File: config.mk
export PLATFORM = sky130hd
export DESIGN_NAME = axi_slv_rd
export DESIGN_NICKNAME = d
export VERILOG_FILES = /design/src/rtl/axi_slv_rd_pkg.sv /design/src/rtl/axi_burst_addr_gen.sv /design/src/rtl/axi_slv_rd.sv
export SDC_FILE = /design/constraint.sdc
export NUM_CORES = 1
export LEC_CHECK = 0
export ABC_AREA = 1
export CAP_MARGIN = 20
export CORE_MARGIN = 3
export CORE_UTILIZATION = 30
export DETAILED_ROUTE_END_ITERATION = 6
export DONT_BUFFER_PORTS = 1
export GPL_TIMING_DRIVEN = 0
export SETUP_SLACK_MARGIN = 0.02
export SKIP_CTS_REPAIR_TIMING = 1
export SLEW_MARGIN = 20
export SYNTH_ARGS = -nofsm -noshare
export SYNTH_HDL_FRONTEND = slang
export SYNTH_HIERARCHICAL = 1
export SYNTH_SLANG_ARGS = --single-unit
File: constraint.sdc
create_clock -name clk -period 2.2 [get_ports clk]
set_input_delay 0.44 -clock clk [delete_from_list [all_inputs] [get_ports clk]]
set_output_delay 0.44 -clock clk [all_outputs]
set_load 0.01 [all_outputs]
File: src/rtl/axi_slv_rd_pkg.sv
// AXI read responder shared encodings, widths and capture-time checks.
// Width defines are provided here when no global AXI defines exist.
`ifndef AXI_ID_WIDTH
`define AXI_ID_WIDTH 4
`endif
`ifndef AXI_ADDR_WIDTH
`define AXI_ADDR_WIDTH 32
`endif
`ifndef AXI_LEN_WIDTH
`define AXI_LEN_WIDTH 8
`endif
`ifndef AXI_SIZE_WIDTH
`define AXI_SIZE_WIDTH 3
`endif
`ifndef AXI_BURST_WIDTH
`define AXI_BURST_WIDTH 2
`endif
`ifndef AXI_DATA_WIDTH
`define AXI_DATA_WIDTH 32
`endif
`ifndef AXI_RESP_WIDTH
`define AXI_RESP_WIDTH 2
`endif

package axi_slv_rd_pkg;

  typedef enum logic [1:0] {
    BURST_FIXED = 2'd0,
    BURST_INCR  = 2'd1,
    BURST_WRAP  = 2'd2,
    BURST_RSVD  = 2'd3
  } burst_e;

  typedef enum logic [1:0] {
    RESP_OKAY   = 2'd0,
    RESP_EXOKAY = 2'd1,
    RESP_SLVERR = 2'd2,
    RESP_DECERR = 2'd3
  } resp_e;

  localparam logic [2:0] SIZE_1B   = 3'd0;
  localparam logic [2:0] SIZE_2B   = 3'd1;
  localparam logic [2:0] SIZE_4B   = 3'd2;
  localparam logic [2:0] SIZE_8B   = 3'd3;
  localparam logic [2:0] SIZE_16B  = 3'd4;
  localparam logic [2:0] SIZE_32B  = 3'd5;
  localparam logic [2:0] SIZE_64B  = 3'd6;
  localparam logic [2:0] SIZE_128B = 3'd7;

  typedef enum logic [1:0] {
    ST_IDLE = 2'd0,
    ST_LAT  = 2'd1,
    ST_DATA = 2'd2
  } state_e;

  localparam int unsigned DATA_BYTES = `AXI_DATA_WIDTH / 8;

  // Beat size must fit in the data bus.
  function automatic logic size_ok(
    input logic [`AXI_SIZE_WIDTH-1:0] size
  );
    return (32'd1 << size) <= 32'(DATA_BYTES);
  endfunction

  // WRAP bursts are legal only for 2, 4, 8 or 16 beats.
  function automatic logic wrap_len_ok(
    input logic [`AXI_LEN_WIDTH-1:0] len
  );
    return (len == 1) || (len == 3) ||
           (len == 7) || (len == 15);
  endfunction

endpackage

File: src/rtl/axi_burst_addr_gen.sv
// Next beat address for FIXED, INCR and WRAP bursts.
// Purely combinational; shared by read and write responders.
module axi_burst_addr_gen
  import axi_slv_rd_pkg::*;
(
  input  logic [`AXI_ADDR_WIDTH-1:0]  cur_addr,
  input  logic [`AXI_SIZE_WIDTH-1:0]  size,
  input  logic [`AXI_LEN_WIDTH-1:0]   len,
  input  logic [`AXI_BURST_WIDTH-1:0] burst,
  output logic [`AXI_ADDR_WIDTH-1:0]  next_addr
);

  localparam int AW = `AXI_ADDR_WIDTH;

  logic [AW-1:0] bytes;
  logic [AW-1:0] aligned;
  logic [AW-1:0] incr;
  logic [AW-1:0] wmask;

  assign bytes   = AW'(1) << size;
  assign aligned = cur_addr & ~(bytes - AW'(1));
  assign incr    = aligned + bytes;
  // Container size minus one: len*bytes has clear low bits.
  assign wmask   = (AW'(len) << size) | (bytes - AW'(1));

  // Select the burst-type address update.
  always_comb begin
    next_addr = incr;
    case (burst)
      BURST_FIXED: next_addr = cur_addr;
      BURST_WRAP:  next_addr = (cur_addr & ~wmask) |
                               (incr & wmask);
      default:     next_addr = incr;
    endcase
  end

endmodule

File: src/rtl/axi_slv_rd.sv
// AXI read responder: one burst at a time, address-derived data.
// AXI_SLV_RD_GAP_EN inserts one idle cycle between beats.
module axi_slv_rd
  import axi_slv_rd_pkg::*;
#(
  parameter logic [`AXI_ADDR_WIDTH-1:0] BASE_ADDR  = 'h0,
  parameter logic [`AXI_ADDR_WIDTH-1:0] ADDR_RANGE = 'h1000,
  parameter int unsigned                RD_LATENCY = 2
)(
  input  logic                        clk,
  input  logic                        rst,
  input  logic [`AXI_ID_WIDTH-1:0]    axi_slv_arid,
  input  logic [`AXI_ADDR_WIDTH-1:0]  axi_slv_araddr,
  input  logic [`AXI_LEN_WIDTH-1:0]   axi_slv_arlen,
  input  logic [`AXI_SIZE_WIDTH-1:0]  axi_slv_arsize,
  input  logic [`AXI_BURST_WIDTH-1:0] axi_slv_arburst,
  input  logic                        axi_slv_arvalid,
  output logic                        axi_slv_arready,
  output logic [`AXI_ID_WIDTH-1:0]    axi_slv_rid,
  output logic [`AXI_DATA_WIDTH-1:0]  axi_slv_rdata,
  output logic [`AXI_RESP_WIDTH-1:0]  axi_slv_rresp,
  output logic                        axi_slv_rlast,
  output logic                        axi_slv_rvalid,
  input  logic                        axi_slv_rready
);

  localparam int AW  = `AXI_ADDR_WIDTH;
  localparam int DW  = `AXI_DATA_WIDTH;
  localparam int IW  = `AXI_ID_WIDTH;
  localparam int LW  = `AXI_LEN_WIDTH;
  localparam int SW  = `AXI_SIZE_WIDTH;
  localparam int BW  = `AXI_BURST_WIDTH;

  localparam logic [AW:0] LO_X = {1'b0, BASE_ADDR};
  localparam logic [AW:0] HI_X = {1'b0, BASE_ADDR} +
                                 {1'b0, ADDR_RANGE};

  state_e         state_q, state_d;
  logic           arready_q, arready_d;
  logic [3:0]     lat_q, lat_d;
  logic [IW-1:0]  id_q, id_d;
  logic [AW-1:0]  addr_q, addr_d;
  logic [LW-1:0]  len_q, len_d;
  logic [SW-1:0]  size_q, size_d;
  logic [BW-1:0]  burst_q, burst_d;
  logic [LW-1:0]  beat_q, beat_d;
  logic           slverr_q, slverr_d;
`ifdef AXI_SLV_RD_GAP_EN
  logic           gap_q, gap_d;
`endif

  logic           rvalid;
  logic           last;
  logic           ar_hs;
  logic           r_hs;
  logic           decerr;
  logic [AW:0]    addr_x;
  logic [1:0]     resp;
  logic [AW-1:0]  next_addr;

  axi_burst_addr_gen u_addr_gen (
    .cur_addr  (addr_q),
    .size      (size_q),
    .len       (len_q),
    .burst     (burst_q),
    .next_addr (next_addr)
  );

`ifdef AXI_SLV_RD_GAP_EN
  assign rvalid = (state_q == ST_DATA) && !gap_q;
`else
  assign rvalid = (state_q == ST_DATA);
`endif

  assign last   = (beat_q == len_q);
  assign ar_hs  = axi_slv_arvalid && arready_q;
  assign r_hs   = rvalid && axi_slv_rready;
  // Extra top bit keeps the window compare free of wrap-around.
  assign addr_x = {1'b0, addr_q};
  assign decerr = (addr_x < LO_X) || (addr_x >= HI_X);
  assign resp   = slverr_q ? RESP_SLVERR :
                  decerr   ? RESP_DECERR : RESP_OKAY;

  assign axi_slv_arready = arready_q;
  assign axi_slv_rvalid  = rvalid;
  assign axi_slv_rlast   = rvalid && last;
  assign axi_slv_rid     = rvalid ? id_q : '0;
  assign axi_slv_rresp   = rvalid ? resp : RESP_OKAY;
  assign axi_slv_rdata   = (rvalid && resp == RESP_OKAY) ?
                           DW'(addr_q) : '0;

  // Next-state: AR capture, latency count, beat sequencing.
  always_comb begin
    state_d   = state_q;
    arready_d = arready_q;
    lat_d     = lat_q;
    id_d      = id_q;
    addr_d    = addr_q;
    len_d     = len_q;
    size_d    = size_q;
    burst_d   = burst_q;
    beat_d    = beat_q;
    slverr_d  = slverr_q;
`ifdef AXI_SLV_RD_GAP_EN
    gap_d     = 1'b0;
`endif
    unique case (state_q)
      ST_IDLE: begin
        arready_d = 1'b1;
        if (ar_hs) begin
          arready_d = 1'b0;
          id_d      = axi_slv_arid;
          addr_d    = axi_slv_araddr;
          len_d     = axi_slv_arlen;
          size_d    = axi_slv_arsize;
          burst_d   = axi_slv_arburst;
          beat_d    = '0;
          lat_d     = '0;
          slverr_d  = (axi_slv_arburst == BURST_RSVD) ||
                      ((axi_slv_arburst == BURST_WRAP) &&
                       !wrap_len_ok(axi_slv_arlen)) ||
                      !size_ok(axi_slv_arsize);
          state_d   = (RD_LATENCY == 0) ? ST_DATA : ST_LAT;
        end
      end
      ST_LAT: begin
        if (lat_q == 4'(RD_LATENCY - 1)) begin
          state_d = ST_DATA;
        end else begin
          lat_d = lat_q + 4'd1;
        end
      end
      ST_DATA: begin
        if (r_hs) begin
          if (last) begin
            state_d   = ST_IDLE;
            arready_d = 1'b1;
            beat_d    = '0;
          end else begin
            beat_d = beat_q + LW'(1);
            addr_d = next_addr;
`ifdef AXI_SLV_RD_GAP_EN
            gap_d  = 1'b1;
`endif
          end
        end
      end
      default: state_d = ST_IDLE;
    endcase
  end

  // State and burst context registers.
  always_ff @(posedge clk or posedge rst) begin
    if (rst) begin
      state_q   <= ST_IDLE;
      arready_q <= 1'b0;
      lat_q     <= '0;
      id_q      <= '0;
      addr_q    <= '0;
      len_q     <= '0;
      size_q    <= '0;
      burst_q   <= '0;
      beat_q    <= '0;
      slverr_q  <= 1'b0;
`ifdef AXI_SLV_RD_GAP_EN
      gap_q     <= 1'b0;
`endif
    end else begin
      state_q   <= state_d;
      arready_q <= arready_d;
      lat_q     <= lat_d;
      id_q      <= id_d;
      addr_q    <= addr_d;
      len_q     <= len_d;
      size_q    <= size_d;
      burst_q   <= burst_d;
      beat_q    <= beat_d;
      slverr_q  <= slverr_d;
`ifdef AXI_SLV_RD_GAP_EN
      gap_q     <= gap_d;
`endif
    end
  end

endmodule
==> results of run 1 <==
-- flip-flops by register name, indices dropped and copies added, names as in the netlist --
signal,count
slverr_q,1
len_q,8
state_q,2
beat_q,8
burst_q,2
addr_q,32
lat_q,4
id_q,4
size_q,3
axi_slv_arready,1
-- how the worst min path moves through the flow --
stage	from	end	slack (ns)
6_report	axi_slv_arlen[7]	len_q[7]	0.20
2_1_floorplan	burst_q[0]	burst_q[0]	0.45
4_1_cts	rst	addr_q[23]	-0.07
5_1_grt	axi_slv_arlen[7]	len_q[7]	0.19
3_5_place_dp	rst	addr_q[24]	0.31
3_3_place_gp	burst_q[0]	burst_q[0]	0.47
-- kinds of logic after synthesis --
logic type / Yosys count / synth area share (%)
AOI/OAI and AO/OA: 93 / 9.49
xor gates and xnor gates: 18 / 2.66
adders and majority gates: 6 / 1.27
buffers and inverters: 182 / 14.4
DFF: 65 / 27.4
muxes: 1 / 0.169
other: 1 / 0.0632
and+or+nand+nor: 608 / 44.6
-- power breakdown --
| part | switching, W | leakage [nW] | internal, W |
|---|---|---|---|
| Clock | 0.000629 | 0.154 | 0.000922 |
| Combinational | 0.00335 | 2.77 | 0.00208 |
| Sequential | 0.000690 | 0.826 | 0.00168 |
| Total | 0.00467 | 3.75 | 0.00469 |
-- layout make-up --
class	count	area (sq um)	area share, %
buffer	51	390	5.24
clock inverter	6	73.8	0.991
multi-input combinational	746	3940	52.9
inverter	129	502	6.73
clock buffer	10	239	3.21
tap	260	325	4.37
timing repair buffer	36	339	4.55
sequential	65	1640	22.0
-- Yosys cell counts, types with 2 or more instances --
| library cell | n |
|---|---|
| nand2_1 | 373 |
| a22oi_1 | 2 |
| nor3_1 | 14 |
| nand4_1 | 12 |
| o21ai_0 | 38 |
| buf_4 | 20 |
| nand2_4 | 5 |
| clkbuf_1 | 8 |
| inv_1 | 117 |
| o21a_1 | 2 |
| a21oi_1 | 15 |
| ha_1 | 6 |
| a31oi_1 | 4 |
| buf_6 | 7 |
| o211ai_1 | 8 |
| xnor2_1 | 7 |
| xor2_1 | 11 |
| o22ai_1 | 2 |
| o21ai_1 | 10 |
| dfrtp_1 | 65 |
| o21ai_2 | 3 |
| nor2_2 | 6 |
| buf_2 | 16 |
| nor2_1 | 75 |
| nand3_1 | 82 |
| nand2_2 | 24 |
| a21o_1 | 2 |
| nor4_1 | 5 |
| nand3_4 | 2 |
| nor2_4 | 6 |
| inv_2 | 11 |
-- critical path, stage by stage, from the launching register on --
cell     delay, ns
dfrtp_2       0.42
buf_4         0.16
nand2_8       0.08
nor2_4        0.05
buf_4         0.14
ha_4          0.27
inv_4         0.04
nor3_4        0.20
a21o_1        0.16
a21oi_4       0.06
nor2_4        0.29
nand3_2       0.10
nand2_1       0.09
nand2_1       0.05
nand2_1       0.07
nand2_1       0.05
nand3_1       0.07
nand2_1       0.05
-- metrics by stage --
stage / std cells / TNS (ns) / setup slack (ns) / power (W)
floorplan: 993 / -0.0595 / -0.0236 / 0.00560
global placement: 1253 / -61.50 / -0.838 / 0.00670
detailed placement: 1254 / -7.90 / -0.373 / 0.00675
CTS: 1270 / -11.11 / -0.406 / 0.00834
global route: 1303 / -11.49 / -0.465 / 0.0101
finish: 1303 / -5.75 / -0.287 / 0.00936
-- metal layers --
metal | vias to the layer above | share of wire (%)
met5 | - | 0
met4 | 0 | 1.8
met3 | 27 | 7.6
met2 | 201 | 46
met1 | 2878 | 45
li1 | 3137 | -
==> impl_metrics.ini, run 1 <==
[final_layout]
layout-drive-gt1-share_pct = 22.2
post-route-cell-area_sq_mm = 0.00745
antenna_cells = 0
final_common_cell = nand2_1
final_nets = 1097
num-fill-cells = 2004
post-route-util_pct = 39.0
layout_common_cells = nand2_1, inv_1, nand3_1
area_growth_pct = 25.6

[clocking]
cts_tree = yes
clockBufferDepth = 2
clock_latency_ns = 0.35
cts_sinks = 65
cts_made_buffers = 9
htreeDepth = 3
root_buffer = clkbuf_16
clk_pin_slew_worst_paths_ns = 0.06

[sta]
fin_crit_ns = 2.49
finalCritPeriodShare_pct = 113
holdWs_ns = 0.198
maxSlewHeadroom_pct = 50.5
skew_ns = 0.00952
setup_viol = 36
finalHoldViolCount = 0
fmax_mhz = 402
worst_slack_ns = -0.287
rsz0062_at_grt = true
worstMarginPinSlew_ns = 0.736
slew_viol_final = 0

[power_and_ir_drop]
p_leak_nw = 3.75
ir_drop_mv = 0.644
powerDensity_mw_per_mm2 = 1260

[run_status]
outcome = finished with violations
failed_checks = setup timing

[detailed_routing]
routed_wl_mm = 19.2
drtAntennaViolNets = 0
viasPerCell = 4.79
firstDrtPassIters = 6
drt-initial-drc-count = 466
wl_per_cell_um = 14.8
route.detailed.drc = 0
dr_total_vias = 6243

[global_routing]
grt-ovfl-total = 0
grt_use_total_pct = 17.4
top_usage_layer = met2
globalRouteMet1Util_pct = 23.7
grt_start_max_net_pins = 45
grtUsageMet2_pct = 27.3
grt_pass1_wl_mm = 30.2
antenna_found_initial = 0
grt_use_met3_pct = 4.50
grt_pass1_vias = 5794

[job]
drv_cap = 0

[worst_hold_path]
whs_path_depth = 2
hold_path_class = input port to flip-flop

[floorplanning]
core_area_sq_mm = 0.0191
num_io_pins = 94
die_w_um = 147
num_rows = 50
dieArea_sq_mm = 0.0215
die_y_um = 147
start_util_pct = 31.1

[placed_design]
port_buffers = 0
placed_area_sq_mm = 0.00637
gp_congestion = 0.956
place_hpwl_mm = 14.1

[logic_synthesis]
syn_area_sq_mm = 0.00593
synth_top_area_share_pct = 27.4
yosysWarnings = 6
ys_types = 47
synthCells = 974
ys_top_cells_by_area = dfrtp_1, nand2_1, inv_1
synth_top_flop_cell = dfrtp_1
synth_edf_count = 0
yosysTopAreaCell = dfrtp_1
synth_async_sr_flop_share_pct = 100
ys_seq_area_share_pct = 27.4
synth-seq-cells = 65
syn_area_per_cell_sq_um = 6.09

[worst_setup_path]
cp-start-kind = flip-flop
path_class = flip-flop to flip-flop
crit_start = size_q[2]
reg2reg_to = addr_q[21]
reg2reg_from = size_q[2]
cp.arrival_ns = 2.73
worst_setup_path_end_kind = flip-flop
endpoint = addr_q[21]
path_max_fanout = 8
required_ns = 2.44
ff2ff_setup_slack_ns = -0.29
reg2reg_depth = 17
No activity file was read; power rests on OpenSTA's default activity.
==> run 2, diff against run 1 <==
--- a/config.mk
+++ b/config.mk
@@ -9,11 +9,11 @@
 export CAP_MARGIN = 20
 export CORE_MARGIN = 3
 export CORE_UTILIZATION = 30
+export CTS_CLUSTER_DIAMETER = 100
 export DETAILED_ROUTE_END_ITERATION = 6
 export DONT_BUFFER_PORTS = 1
 export GPL_TIMING_DRIVEN = 0
 export SETUP_SLACK_MARGIN = 0.02
-export SKIP_CTS_REPAIR_TIMING = 1
 export SLEW_MARGIN = 20
 export SYNTH_ARGS = -nofsm -noshare
 export SYNTH_HDL_FRONTEND = slang
==> run 2 against run 1 <==
Against the previous run:
- the flow still finishes with violations (setup timing)
- utilization up 2.3 points
- worst setup slack better by 0.071 ns
- non-clock buffer count up 25
- final area up 5.9%
- die area unchanged
- sequential power down 3%
- routed wire length up 4.6%
==> impl_metrics.ini, run 2 (synthesis gave the netlist of run 1 again) <==
[sta]
maxSlewHeadroom_pct = 44.9
finalCritPeriodShare_pct = 110
rsz0062_at_grt = true
setup_viol = 38
fmax_mhz = 414
worstMarginPinSlew_ns = 0.819
worst_slack_ns = -0.217
finalHoldViolCount = 0
skew_ns = 0.0110
holdWs_ns = 0.196
slew_viol_final = 0
fin_crit_ns = 2.42

[floorplanning]
num_io_pins = 94
dieArea_sq_mm = 0.0215
die_w_um = 147
num_rows = 50
core_area_sq_mm = 0.0191
start_util_pct = 31.1
die_y_um = 147

[worst_setup_path]
path_class = flip-flop to flip-flop
cp.arrival_ns = 2.66
worst_setup_path_end_kind = flip-flop
critPathSlowestCell = dfrtp_1
max_stage_delay_ns = 0.39
crit_buf_inv = 5
cpMostUsedCell = nand2_4
path_delay_family = simple AND/OR/NAND/NOR gates
crit_chain = buf_6 > nor2_4 > inv_2 > nor2_4 > inv_2 > o21ai_2 > ha_2 > inv_2 > nand2_4 > nand3_4 > nand2_4 > nand2_2 > nand2_4 > nand2_4 > nand2_8 > nand2_2 > xor2_1 > inv_1 > nand2_1 > nand2_1 > nand3_1 > nand2_1
path_max_fanout = 6
cp-start-kind = flip-flop
required_ns = 2.44

[power_and_ir_drop]
p_leak_nw = 4.02
ir_drop_mv = 0.679
total_power_w = 0.00988
powerDensity_mw_per_mm2 = 1250

[detailed_routing]
drt-initial-drc-count = 622
drtAntennaViolNets = 0
dr_total_vias = 6428
routed_wl_mm = 20.1
wl_per_cell_um = 15.2
viasPerCell = 4.84
route.detailed.drc = 0
firstDrtPassIters = 5

[final_layout]
top_register = addr_q
ff_latch_area_sq_mm = 0.00163
multi_input_area_sq_mm = 0.00416
layout_common_cells = nand2_1, inv_1, nand3_1, buf_4, dfrtp_1
post-route-cell-area_sq_mm = 0.00789
num-fill-cells = 1949
layout-drive-gt1-share_pct = 26.2
top_regs = addr_q (32), beat_q (8), len_q (8)
final_nets = 1122
area_growth_pct = 33.0
largest_reg_flops = 32
final_common_cell = nand2_1
antenna_cells = 0

[global_routing]
antenna_found_initial = 0
grt_use_total_pct = 18.2
grt_pass1_vias = 6080
grt_pass1_wl_mm = 31.6
grt-ovfl-total = 0
grt_start_max_net_pins = 45

[clocking]
root_buffer = clkbuf_16
cts_sinks = 65
clk_pin_slew_worst_paths_ns = 0.06
clockBufferDepth = 2
htreeDepth = 3
cts_tree = yes
cts_made_buffers = 9
clock_latency_ns = 0.36

[job]
drv_cap = 0

[run_status]
failed_checks = setup timing
outcome = finished with violations

[placed_design]
place_hpwl_mm = 14.1
placed_area_sq_mm = 0.00637
gp_congestion = 0.956
port_buffers = 0

[worst_hold_path]
hold_path_class = input port to flip-flop
run 2: changes by cell type in the layout (fill, tap and decap cells not counted), moves of 8 or more:
cell	delta
nand3_1	-10
nand2_1	-9
nand3_2	+8
buf_6	+13
nand2_4	+9
buf_4	+12
run 2: final cells by class:
class / count / area share, %
clock buffer: 10 / 3.03
timing repair buffer: 59 / 6.84
tap: 260 / 4.12
buffer: 53 / 5.12
inverter: 129 / 6.49
clock inverter: 6 / 0.936
multi-input combinational: 746 / 52.8
sequential: 65 / 20.7
run 2: worst paths after layout:
| check | start | endpoint | slack (ns) | cells past startpoint |
|---|---|---|---|---|
| min reg2reg | burst_q[0] | burst_q[0] | 0.49 | 2 |
| max | size_q[1] | addr_q[22] | -0.22 | 22 |
| max in group asynchronous | rst | size_q[2] | 1.11 | 3 |
| min in group asynchronous | rst | addr_q[24] | 0.53 | 2 |
| max reg2reg | size_q[1] | addr_q[22] | -0.22 | 22 |
| min | axi_slv_arlen[7] | len_q[7] | 0.20 | 2 |
run 2: report_power, final:
group / internal [W] / switching, W
Clock: 0.000923 / 0.000642
Sequential: 0.00168 / 0.000621
Combinational: 0.00235 / 0.00367
Total: 0.00495 / 0.00493
run 2: what timing repair did:
item	CTS	global route
setup buffers	33	27
resized for setup	111	80
setup endpoints to repair	48	50
pin swaps	78	90
endpoints found under the hold margin	21	0
hold buffers	1	0
run 2: layer usage:
layer  up-vias  GRT usage, %  part of all wire (%)
li1       3194             -                     -
met1      2986          24.0                    44
met2       207          28.8                    47
met3        41          5.00                   6.7
met4         0          6.26                   2.4
met5         -             0                     0
run 2: metrics by stage:
step / util [%] / cells / setup TNS (ns) / worst slack (ns)
6_report: 41.3 / 1328 / -3.88 / -0.217
5_1_grt: 41.3 / 1328 / -9.48 / -0.382
4_1_cts: 38.7 / 1304 / -2.90 / -0.189
3_5_place_dp: 33.4 / 1254 / -7.90 / -0.373
3_3_place_gp: 33.2 / 1253 / -61.50 / -0.838
2_1_floorplan: - / 993 / -0.0595 / -0.0236
